## src/rtl/pocket_controller.sv

```systemverilog
`default_nettype none
// ============================================================================
// Module  : pocket_controller
// Brief   : Detects balls overlapping holes per frame and offers pocket events.
// Revision: 1.0
// ============================================================================
module pocket_controller #(
    parameter int NUM_BALLS      = 16,
    parameter int NUM_HOLES      = 6,
    parameter int OVERLAP_THRESH = 64
) (
    input  logic                 clk,
    input  logic                 resetN,
    input  logic                 startOfFrame,
    input  logic [NUM_BALLS-1:0] drawingRequestBalls,
    input  logic [NUM_HOLES-1:0] drawingRequestHoles,
    input  logic                 pocketReady,
    input  logic                 clearSunk,
    output logic                 pocketValid,
    output logic [3:0]           pocketBall,
    output logic [2:0]           pocketHole,
    output logic [NUM_BALLS-1:0] sunkMask
);

    localparam logic [1:0] IDLE  = 2'd0;
    localparam logic [1:0] OFFER = 2'd1;
    localparam logic [1:0] ACK   = 2'd2;

    localparam logic [6:0] CNT_MAX = 7'd127;
    localparam logic [6:0] THRESH  = 7'(OVERLAP_THRESH);

    logic [6:0]           cnt_q    [NUM_BALLS];
    logic [6:0]           cnt_d    [NUM_BALLS];
    logic [2:0]           hole_q   [NUM_BALLS];
    logic [2:0]           hole_d   [NUM_BALLS];
    logic [2:0]           phole_q  [NUM_BALLS];
    logic [2:0]           phole_d  [NUM_BALLS];
    logic [NUM_BALLS-1:0] pending_q, pending_d;
    logic [NUM_BALLS-1:0] sunk_q, sunk_d;
    logic [1:0]           state_q, state_d;
    logic [3:0]           ball_q, ball_d;
    logic [2:0]           out_hole_q, out_hole_d;
    logic                 armed_q, armed_d;

    logic                 w_hole_any;
    logic [2:0]           w_hole_low;
    logic [NUM_BALLS-1:0] w_overlap;
    logic [NUM_BALLS-1:0] w_new_pend;
    logic [NUM_BALLS-1:0] w_ack_mask;
    logic [NUM_BALLS-1:0] w_pend_next;
    logic [2:0]           w_hole_sel [NUM_BALLS];
    logic [3:0]           w_next_ball;
    logic [2:0]           w_next_hole;

    always_comb begin
        w_hole_any = |drawingRequestHoles;
        w_hole_low = 3'd0;
        for (int h = NUM_HOLES - 1; h >= 0; h--) begin
            if (drawingRequestHoles[h]) w_hole_low = 3'(h);
        end
    end

    // A zero counter means the ball has not overlapped yet this frame, so it
    // doubles as the hole-latch arm flag (the counter saturates, never wraps).
    always_comb begin
        for (int b = 0; b < NUM_BALLS; b++) begin
            w_overlap[b]  = drawingRequestBalls[b] & ~sunk_q[b] & w_hole_any;
            w_new_pend[b] = startOfFrame & armed_q & ~sunk_q[b] & (cnt_q[b] >= THRESH);
            w_hole_sel[b] = w_new_pend[b] ? hole_q[b] : phole_q[b];
            w_ack_mask[b] = (state_q == ACK) && (ball_q == 4'(b));

            cnt_d[b] = cnt_q[b];
            if (startOfFrame) begin
                cnt_d[b] = {6'd0, w_overlap[b]};
            end else if (w_overlap[b] && (cnt_q[b] != CNT_MAX)) begin
                cnt_d[b] = cnt_q[b] + 7'd1;
            end
            if (clearSunk) cnt_d[b] = 7'd0;

            hole_d[b] = hole_q[b];
            if (w_overlap[b] && (startOfFrame || (cnt_q[b] == 7'd0))) begin
                hole_d[b] = w_hole_low;
            end
            phole_d[b] = w_hole_sel[b];
        end
    end

    always_comb begin
        w_pend_next = (pending_q | w_new_pend) & ~w_ack_mask;
        w_next_ball = 4'd0;
        w_next_hole = 3'd0;
        for (int b = NUM_BALLS - 1; b >= 0; b--) begin
            if (w_pend_next[b]) begin
                w_next_ball = 4'(b);
                w_next_hole = w_hole_sel[b];
            end
        end
    end

    always_comb begin
        state_d    = state_q;
        ball_d     = ball_q;
        out_hole_d = out_hole_q;
        pending_d  = w_pend_next;
        sunk_d     = sunk_q | w_ack_mask;
        armed_d    = armed_q | startOfFrame;

        case (state_q)
            IDLE: begin
                if (|w_pend_next) begin
                    state_d    = OFFER;
                    ball_d     = w_next_ball;
                    out_hole_d = w_next_hole;
                end
            end
            OFFER: begin
                if (pocketReady) state_d = ACK;
            end
            ACK: begin
                if (|w_pend_next) begin
                    state_d    = OFFER;
                    ball_d     = w_next_ball;
                    out_hole_d = w_next_hole;
                end else begin
                    state_d = IDLE;
                end
            end
            default: state_d = IDLE;
        endcase

        // New rack wins over everything, including a handshake in progress.
        if (clearSunk) begin
            state_d    = IDLE;
            ball_d     = 4'd0;
            out_hole_d = 3'd0;
            pending_d  = '0;
            sunk_d     = '0;
        end
    end

    always_ff @(posedge clk or negedge resetN) begin
        if (!resetN) begin
            for (int b = 0; b < NUM_BALLS; b++) begin
                cnt_q[b]   <= 7'd0;
                hole_q[b]  <= 3'd0;
                phole_q[b] <= 3'd0;
            end
            pending_q  <= '0;
            sunk_q     <= '0;
            state_q    <= IDLE;
            ball_q     <= 4'd0;
            out_hole_q <= 3'd0;
            armed_q    <= 1'b0;
        end else begin
            for (int b = 0; b < NUM_BALLS; b++) begin
                cnt_q[b]   <= cnt_d[b];
                hole_q[b]  <= hole_d[b];
                phole_q[b] <= phole_d[b];
            end
            pending_q  <= pending_d;
            sunk_q     <= sunk_d;
            state_q    <= state_d;
            ball_q     <= ball_d;
            out_hole_q <= out_hole_d;
            armed_q    <= armed_d;
        end
    end

    assign pocketValid = (state_q == OFFER);
    assign pocketBall  = ball_q;
    assign pocketHole  = out_hole_q;
    assign sunkMask    = sunk_q;

endmodule
`default_nettype wire

```

## config.mk

```make
export PLATFORM = sky130hd
export DESIGN_NAME = pocket_controller
export DESIGN_NICKNAME = d
export VERILOG_FILES = /design/src/rtl/pocket_controller.sv
export SDC_FILE = /design/constraint.sdc
export NUM_CORES = 1
export LEC_CHECK = 0
export BUFFER_PORTS_ARGS = -buffer_cell sky130_fd_sc_hd__buf_2
export CAP_MARGIN = 10
export CORE_AREA = 2 2 193 138
export CTS_CLUSTER_SIZE = 16
export DETAILED_ROUTE_END_ITERATION = 8
export DIE_AREA = 0 0 195 140
export HOLD_SLACK_MARGIN = 0.03
export PLACE_DENSITY = 0.71
export RECOVER_POWER = 25
export SLEW_MARGIN = 20
export SYNTH_ARGS = -nofsm -noshare
export SYNTH_HDL_FRONTEND = slang
export SYNTH_SLANG_ARGS = --single-unit
```

## constraint.sdc

```tcl
create_clock -name clk -period 2.7 [get_ports clk]
set_clock_uncertainty 0.1 [all_clocks]
set_input_delay 0.405 -clock clk [delete_from_list [all_inputs] [get_ports clk]]
set_output_delay 0.405 -clock clk [all_outputs]
set_load 0.05 [all_outputs]
```

==> metrics.md, run 1 <==
| Metric | Value |
|---|---|
| CP Launch Type | `flop` |
| Worst skew pair latency | `roughly 0.54 ns` |
| RePlAce Congestion | `approximately 0.94` |
| Sequential share of the synthesized area | `between 40% and 50%` |
| Asr flop ratio synth | `100%` |
| Distinct cell type count after synthesis | `76` |
| Mux cell area share after synthesis | `under 10%` |
| Part of the cycle the worst path needs | `96.5%` |
| Worst hold margin | `0.0876 ns` |
| Simple-gate share of the synthesized area | `approximately a fifth` |
| GR Util All Layers | `a little under a quarter` |
| Slew HR | `24.0%` |
| Crit path to | `pocketBall[0]` |
| Gate Count Post-Synth | `between 1000 and 1500` |
| Nets | `1442` |
| Initial drt markers | `756` |
| Vias/cell | `~5.6` |
| Required @ worst endpoint | `3.01 ns` |
| Slew Viols, Final | `0` |
| CP cell instances | `buf_4 > nor4b_4 > buf_6 > a2bb2oi_2 > or3_4 > nor4_4 > a31oi_4 > buf_4 > nand2b_1 > o41ai_1` |
| Die width | `195 um` |
| Prevailing post-synth register cell | `dfrtp_1` |
| Via Count | `9739` |
| N_diodes | `0` |
| GR Util met1 | `between 30 and 40%` |
| Compound-cell area share of the yosys netlist | `9.55%` |
| CP peak stage delay | `0.45 ns` |
| Synth Cell Area | `between 10000 and 15000 sq um` |
| Area grow syn2layout | `15.9%` |
| VDD IR max | `about 0.41 mV` |
| CP arrival | `between 2 and 3 ns` |
| Critical Path Most Common Cell | `buf_4` |
| Max frequency | `around 380 MHz` |
| Final WL | `30400 um` |
| Clock sink total | `250` |
| Routed Antenna Nets | `0` |
| Post-DP HPWL | `roughly 21000 um` |
| Core ar. | `between 20000 and 30000 sq um` |
| Initial antenna violation count | `0` |
| CTS max path bufs | `3` |
| Drt wl/cell | `about 18 um` |
| FP Rows | `between 40 and 50` |
| Final Hold Violating Endpoints | `0` |
| Leakage Power | `0.00680 uW` |
| Clock slew at reported path FFs | `around 0.060 ns` |
| Layout Utilization | `57.4%` |
| Critical Path End Type | `flop` |
| Status | `completed` |
| Depth of the CTS H-tree | `1` |
| Routing usage on met2 | `about a third` |
| DRC violations left | `0` |
| CP top delay family | `simple AND/OR/NAND/NOR gates` |
| Setup slack, reg-to-reg | `0.09 ns` |
| Xor/xnor cell area share of the yosys netlist | `5.43%` |
| Final-report setup violation count | `0` |
| Vias in the first global route | `roughly 9400` |
| Worst-Margin Slew | `between 1 and 1.5 ns` |
| Syn avg cell area | `9.86 sq um` |
| Post-synth net total | `between 1000 and 1500` |
| Crit Path Class | `flop to flop` |
| Largest net degree at the start of global routing | `97` |
| Min cycle time layout | `~2.6 ns` |
| Synth warn | `0` |
| Cts bufs inserted | `26` |
| First-pass GRT wire length | `approximately 50000 um` |
| Post-synth EDFFs | `0` |
| Port Buf Inserts | `50` |
| Initial cell density of the core | `49.6%` |
| IO Count | `roughly 50` |
| PwrDens | `about 550 nW/um^2` |
| Max_cap viols | `0` |
| Pre-Repair DR Iteration Count | `5` |
| Largest family of logic cells by synthesized area | `simple AND/OR/NAND/NOR gates` |
| RSZ-0062 raised after global routing | `false` |
| Fraction of layout cells with a size suffix above 1 | `a little under a fifth` |
| Min-delay worst type | `primary input to flop` |
| Fill cells | `2137` |
| Die ar. | `27300 sq um` |
| R2R Path End | `pocketBall[0]` |
| Reg2reg path depth | `10` |
| CTS tree | `yes` |
| Root Driver | `clkbuf_16` |
| Setup crit start | `state_q[0]` |
| Total gr overflow | `0` |
| Busiest grt layer | `met1` |
| Stages on the worst setup path | `10` |
| CP max FO | `8` |
| Met3 Use GR | `roughly 4%` |
| Pwr Total | `between 8000 and 9000 uW` |
| FF-to-FF Start | `state_q[0]` |
| Adder-cell share of the synthesized area | `3.18%` |
| Highest-delay cell along the critical path | `dfrtp_2` |
| WP buf/inv | `3` |
| Die Ht | `~140 um` |
| Yosys reg bits | `250` |
==> layout make-up <==
type                       count  area (sq um)  area share, %
timing repair buffer         124           856           5.87
tap                          331           414           2.84
sequential                   250          6260           43.0
clock buffer                  38           767           5.26
inverter                      66           248           1.70
clock inverter                 6          82.6          0.567
multi-input combinational    915          5950           40.8
==> logic make-up (layout without fill, tap and decap cells) <==
group,Yosys count,after routing
and+or+nand+nor,550,550
DFF,250,250
AOI/OAI and AO/OA,175,175
buffers and inverters,111,234
muxes,80,80
xor gates and xnor gates,78,78
adders and majority gates,32,32
==> worst min-delay path by stage <==
stage	from	endpoint	slack, ns	depth (start not counted)
3_5_place_dp	resetN	cnt_q[39]	0.35	1
5_1_grt	drawingRequestBalls[4]	cnt_q[83]	0.1	3
2_1_floorplan	resetN	armed_q	0.009	0
3_3_place_gp	resetN	cnt_q[40]	0.35	1
4_1_cts	drawingRequestBalls[12]	cnt_q[27]	0.08	3
6_report	drawingRequestBalls[3]	cnt_q[90]	0.09	3
==> worst reg2reg max path, cell delays in order, from the launching register on <==
cell and delay (ns):
dfrtp_2 0.45, buf_4 0.16, nor4b_4 0.23, buf_6 0.17, a2bb2oi_2 0.08, or3_4 0.43, nor4_4 0.32, a31oi_4 0.15
buf_4 0.18, nand2b_1 0.14, o41ai_1 0.07
==> registers in the layout (all words and copies together) (netlist names) <==
name and cells:
phole_q 48, pending_q 16, pocketHole 3, cnt_q 112, state_q 2, armed_q 1, pocketBall 4, hole_q 48
sunkMask 16
==> cell usage after synthesis (all sizes together), types with 24 or more instances <==
library cell / instances / share of area [%]
nor2: 232 / 6.9
inv: 66 / 2.0
a21oi: 71 / 2.8
clkbuf: 24 / 0.72
dfrtp: 250 / 50
a211oi: 25 / 1.6
nand4: 32 / 1.6
mux2: 69 / 6.2
xor2: 62 / 4.3
ha: 32 / 3.2
nand2: 131 / 3.9
nand3: 40 / 1.6
==> layer usage <==
metal | wire length, um | up-vias
met5 | 0 | -
li1 | - | 4645
met3 | 2160 | 48
met1 | 15000 | 4774
met4 | 659 | 0
met2 | 12600 | 272
==> where the power goes <==
part	leakage (uW)	switching (uW)	internal (uW)
clock	0.000416	1440	2140
combinational	0.00297	341	229
sequential	0.00342	68.5	3850
total	0.00680	1850	6220
==> through the flow <==
step / instance area [sq um] / cells / worst slack [ns] / setup TNS (ns)
global placement: 13700 / 1683 / 0.0168 / 0
finish: 14600 / 1730 / 0.0947 / 0
floorplan: 12600 / 1276 / 0.101 / 0
CTS: 14500 / 1729 / 0.0195 / 0
global route: 14600 / 1730 / 0.00683 / 0
detailed placement: 13700 / 1683 / -0.0515 / -0.0635
==> placed cells by master (no fill, tap or decap), types with 4 or more instances in the layout <==
| cell type | count |
|---|---|
| o211ai_1 | 5 |
| inv_1 | 66 |
| nor3_1 | 8 |
| nor2_1 | 231 |
| clkbuf_16 | 27 |
| nor4_1 | 9 |
| a211oi_1 | 23 |
| xnor2_1 | 16 |
| mux2_2 | 67 |
| xor2_1 | 62 |
| o22ai_1 | 6 |
| nand2b_1 | 10 |
| nor4b_1 | 13 |
| nand4_1 | 32 |
| a21oi_1 | 70 |
| o22ai_2 | 4 |
| buf_2 | 49 |
| buf_4 | 63 |
| a41oi_1 | 12 |
| buf_12 | 4 |
| and4b_1 | 12 |
| nand3_1 | 40 |
| dfrtp_1 | 245 |
| o21ai_0 | 8 |
| or3_1 | 4 |
| nand2_1 | 131 |
| dfrtp_2 | 5 |
| mux2i_1 | 11 |
| clkbuf_8 | 5 |
| and3_1 | 14 |
| ha_1 | 32 |
| a31oi_1 | 8 |
| clkbuf_1 | 9 |
| nor2b_1 | 6 |
| nand4b_1 | 13 |
==> timing repair <==
| item | CTS | global route |
|---|---|---|
| hold buffers | 2 | 0 |
| pin swaps | 0 | 4 |
| endpoints found under the hold margin | 74 | 0 |
| setup buffers | 0 | 1 |
| resized for setup | 1 | 19 |
| endpoints found under the setup margin | 1 | 6 |
Note: power is estimated with default switching activity, not from simulation.
==> run 2, diff against run 1 <==
- ABC_AREA: not set -> 1
- CORE_AREA: 2 2 193 138 -> 2 2 190 136
- DIE_AREA: 0 0 195 140 -> 0 0 192 138
==> metrics.md, run 2 <==
| Metric | Value |
|---|---|
| CP Launch Type | `flop` |
| Die Ht | `138 um (-1.4%)` |
| Largest registers | `cnt_q: 112 flops, hole_q: 48 flops, phole_q: 48 flops` |
| Distinct cell type count after synthesis | `43 (-43%)` |
| Die width | `192 um (-1.5%)` |
| Xor/xnor cell area share of the yosys netlist | `0.216% (-5.2 points)` |
| CTS max path bufs | `3 (unchanged)` |
| Core ar. | `25000 sq um (-1.4%)` |
| Most common cell after layout, fill and taps aside | `nand2_1` |
| Port Buf Inserts | `50 (unchanged)` |
| Required @ worst endpoint | `3.02 ns (about the same)` |
| RePlAce Congestion | `0.994 (+6.0%)` |
| Fraction of layout cells with a size suffix above 1 | `11.9% (-6.9 points)` |
| Cts bufs inserted | `26 (unchanged)` |
| Leakage Power | `0.00686 uW (+0.87%)` |
| Prevailing post-synth register cell | `dfrtp_1` |
| Met2 WL post-DR | `12900 um (+2.4%)` |
| Slew Viols, Final | `64 (+64)` |
| Final-report setup violation count | `0 (unchanged)` |
| Root Driver | `clkbuf_16` |
| Max frequency | `405 MHz (+5.4%)` |
| Area grow syn2layout | `15.3%` |
| Post-synth top area cell | `dfrtp_1` |
| FP Rows | `49 (unchanged)` |
| DRC violations left | `0 (unchanged)` |
| Synth area leaders | `dfrtp_1 51%, nand2_1 12%, inv_1 6.0%` |
| Pre-Repair DR Iteration Count | `5 (unchanged)` |
| Slew HR | `-25.3% (-49 points)` |
| Gate Count Post-Synth | `1484 (+16%)` |
| Final Hold Violating Endpoints | `0 (unchanged)` |
| Routed Antenna Nets | `0 (unchanged)` |
| Max layer used | `met4` |
| N_diodes | `0 (unchanged)` |
| Adder-cell share of the synthesized area | `3.30% (+0.11 points)` |
| Setup WS pre-CTS | `0.0888 ns (+0.140 ns)` |
| Clock slew at reported path FFs | `0.07 ns (about the same)` |
| Post-DP HPWL | `22000 um (+2.7%)` |
| Compound-cell area share of the yosys netlist | `13.9% (+4.4 points)` |
| Post-synth EDFFs | `0 (unchanged)` |
| IO Count | `51 (unchanged)` |
| Mux cell area share after synthesis | `0.412% (-6.6 points)` |
| Metal-1 WL | `15300 um (+2.0%)` |
| Final WL | `30600 um (+0.70%)` |
| Most frequent cells in the layout | `381 x nand2_1, 248 x dfrtp_1, 195 x inv_1` |
| Min cycle time layout | `2.47 ns (-0.134 ns)` |
| Initial antenna violation count | `0 (unchanged)` |
| VDD IR max | `0.549 mV (+33%)` |
| Status | `finished, violations left` |
| Part of the cycle the worst path needs | `91.5% (-5.0 points)` |
| CP max FO | `6 (-2)` |
| Worst-Margin Slew | `1.88 ns (+0.740 ns)` |
| Simple-gate share of the synthesized area | `23.5% (+2.1 points)` |
| Violated checks | `capacitance limit, slew limit` |
| Critical Path End Type | `flop` |
| GR Util All Layers | `23.9% (+1.3 points)` |
| Sequential share of the synthesized area | `51.5% (+1.8 points)` |
| Drt wl/cell | `15.8 um (-9.9%)` |
| Total gr overflow | `0 (unchanged)` |
| Share of the synthesized area in the top cell type | `51.5% (+1.8 points)` |
| Yosys reg bits | `250 (unchanged)` |
| Setup TNS Final | `0 ns (unchanged)` |
| Vias/cell | `5.31 (-5.6%)` |
| Slack of the critical path | `0.229 ns (+0.134 ns)` |
| Depth of the CTS H-tree | `1 (unchanged)` |
| Max reg flops | `112 (unchanged)` |
| Syn avg cell area | `8.19 sq um (-17%)` |
| CTS tree | `yes` |
| Initial drt markers | `915 (+21%)` |
| Post-synth net total | `1543 (+16%)` |
| Die ar. | `26500 sq um (-2.9%)` |
| Commonest cells in the netlist | `380 x nand2_1, 250 x dfrtp_1, 195 x inv_1` |
| Initial cell density of the core | `48.6% (-0.99 points)` |
| Vias in the first global route | `9749 (+3.9%)` |
| Nets | `1641 (+14%)` |
| CP arrival | `2.79 ns (-0.13 ns)` |
| Largest net degree at the start of global routing | `68 (-30%)` |
| Clock sink total | `250 (unchanged)` |
| First-pass GRT wire length | `51000 um (+2.1%)` |
| RSZ-0062 raised after global routing | `false` |
| Worst hold margin | `0.0414 ns (-0.0462 ns)` |
| Synth warn | `0 (unchanged)` |
| Via Count | `10300 (+5.4%)` |
| Asr flop ratio synth | `100% (unchanged)` |
| PwrDens | `584 nW/um^2 (+5.4%)` |
| Largest family of logic cells by synthesized area | `simple AND/OR/NAND/NOR gates` |
| Most frequent cell after synthesis | `nand2_1` |
| Max_cap viols | `1 (+1)` |
| Largest register by flop count | `cnt_q` |
| Crit Path Class | `flop to flop` |
| Synth Cell Area | `12100 sq um (-3.4%)` |
| Min-delay worst type | `primary input to flop` |
| Worst skew pair latency | `0.55 ns (about the same)` |
| Routed wl met3 | `1670 um (-23%)` |
run 2: cell types whose count changed after synthesis, moves of 15 or more:
| cell | before | now |
|---|---|---|
| mux2_2 | 68 | 0 |
| xor2_1 | 62 | 2 |
| xnor2_1 | 16 | 1 |
| nor3_1 | 9 | 49 |
| nor2_1 | 231 | 102 |
| o21ai_0 | 8 | 125 |
| nand4_1 | 32 | 13 |
| a21oi_1 | 71 | 109 |
| nand3_1 | 40 | 68 |
| nand2_1 | 131 | 380 |
| inv_1 | 66 | 195 |
run 2: final cells by class:
type / instances / area, sq um
Fill cell: 2266 / 11000
Sequential cell: 250 / 6260
Multi-Input combinational cell: 1005 / 5040
Clock buffer: 39 / 791
Inverter: 205 / 772
Timing Repair Buffer: 94 / 659
Tap cell: 331 / 414
Clock inverter: 9 / 72.6
run 2: worst max-delay path, cell delays in order, from the launching register on:
cell,delay [ns]
dfrtp_1,0.44
inv_2,0.12
nand2_1,0.09
nor2_4,0.15
nand2_1,0.15
o21ai_2,0.11
nand2_1,0.11
nor2_1,0.24
inv_2,0.07
nor4_2,0.31
o21ai_4,0.12
nand2_2,0.12
nor2_1,0.05
o21ai_1,0.06
o21ai_0,0.09
run 2: logic make-up after synthesis:
kind of cell	after synthesis
AOI/OAI and AO/OA	310
xor gates and xnor gates	3
adders and majority gates	32
buffers and inverters	229
DFF	250
muxes	5
and+or+nand+nor	655
run 2: worst paths after layout:
kind / start / endpoint / slack, ns / depth (start not counted)
setup / recovery: pocketBall[1] / pocketBall[0] / 0.23 / 14
hold / removal: pocketReady / state_q[1] / 0.04 / 3
setup reg to reg: pocketBall[1] / pocketBall[0] / 0.23 / 14
hold reg to reg: phole_q[46] / phole_q[46] / 0.37 / 2
max in group asynchronous: resetN / phole_q[22] / 0.48 / 3
min in group asynchronous: resetN / cnt_q[51] / 0.80 / 2
run 2: routing by layer:
metal,GRT usage (%),vias up
li1,-,5069
met1,37.7,4888
met2,34.3,259
met3,3.66,51
met4,6.23,0
met5,0.183,-
run 2: power by group:
group          internal [uW]  leakage [uW]  switching [uW]
combinational            194       0.00301             412
clock                   2110      0.000431            1510
sequential              3860       0.00342            83.2
total                   6170       0.00686            2010
run 2: stage by stage:
| stage | power [uW] | cells | util (%) | area, sq um |
|---|---|---|---|---|
| 3_5_place_dp | 4620 | 1882 | 52.4 | 13100 |
| 3_3_place_gp | 4600 | 1882 | 52.4 | 13100 |
| 6_report | 8170 | 1933 | 56.0 | 14000 |
| 2_1_floorplan | 4330 | 1484 | - | 12100 |
| 5_1_grt | 8490 | 1933 | 56.0 | 14000 |
| 4_1_cts | 8220 | 1931 | 55.9 | 14000 |
run 2: what timing repair did:
action	in CTS	in global routing
hold buffers	1	0
setup endpoints to repair	0	5
setup buffers	0	2
endpoints found under the hold margin	61	0
resized for setup	0	11
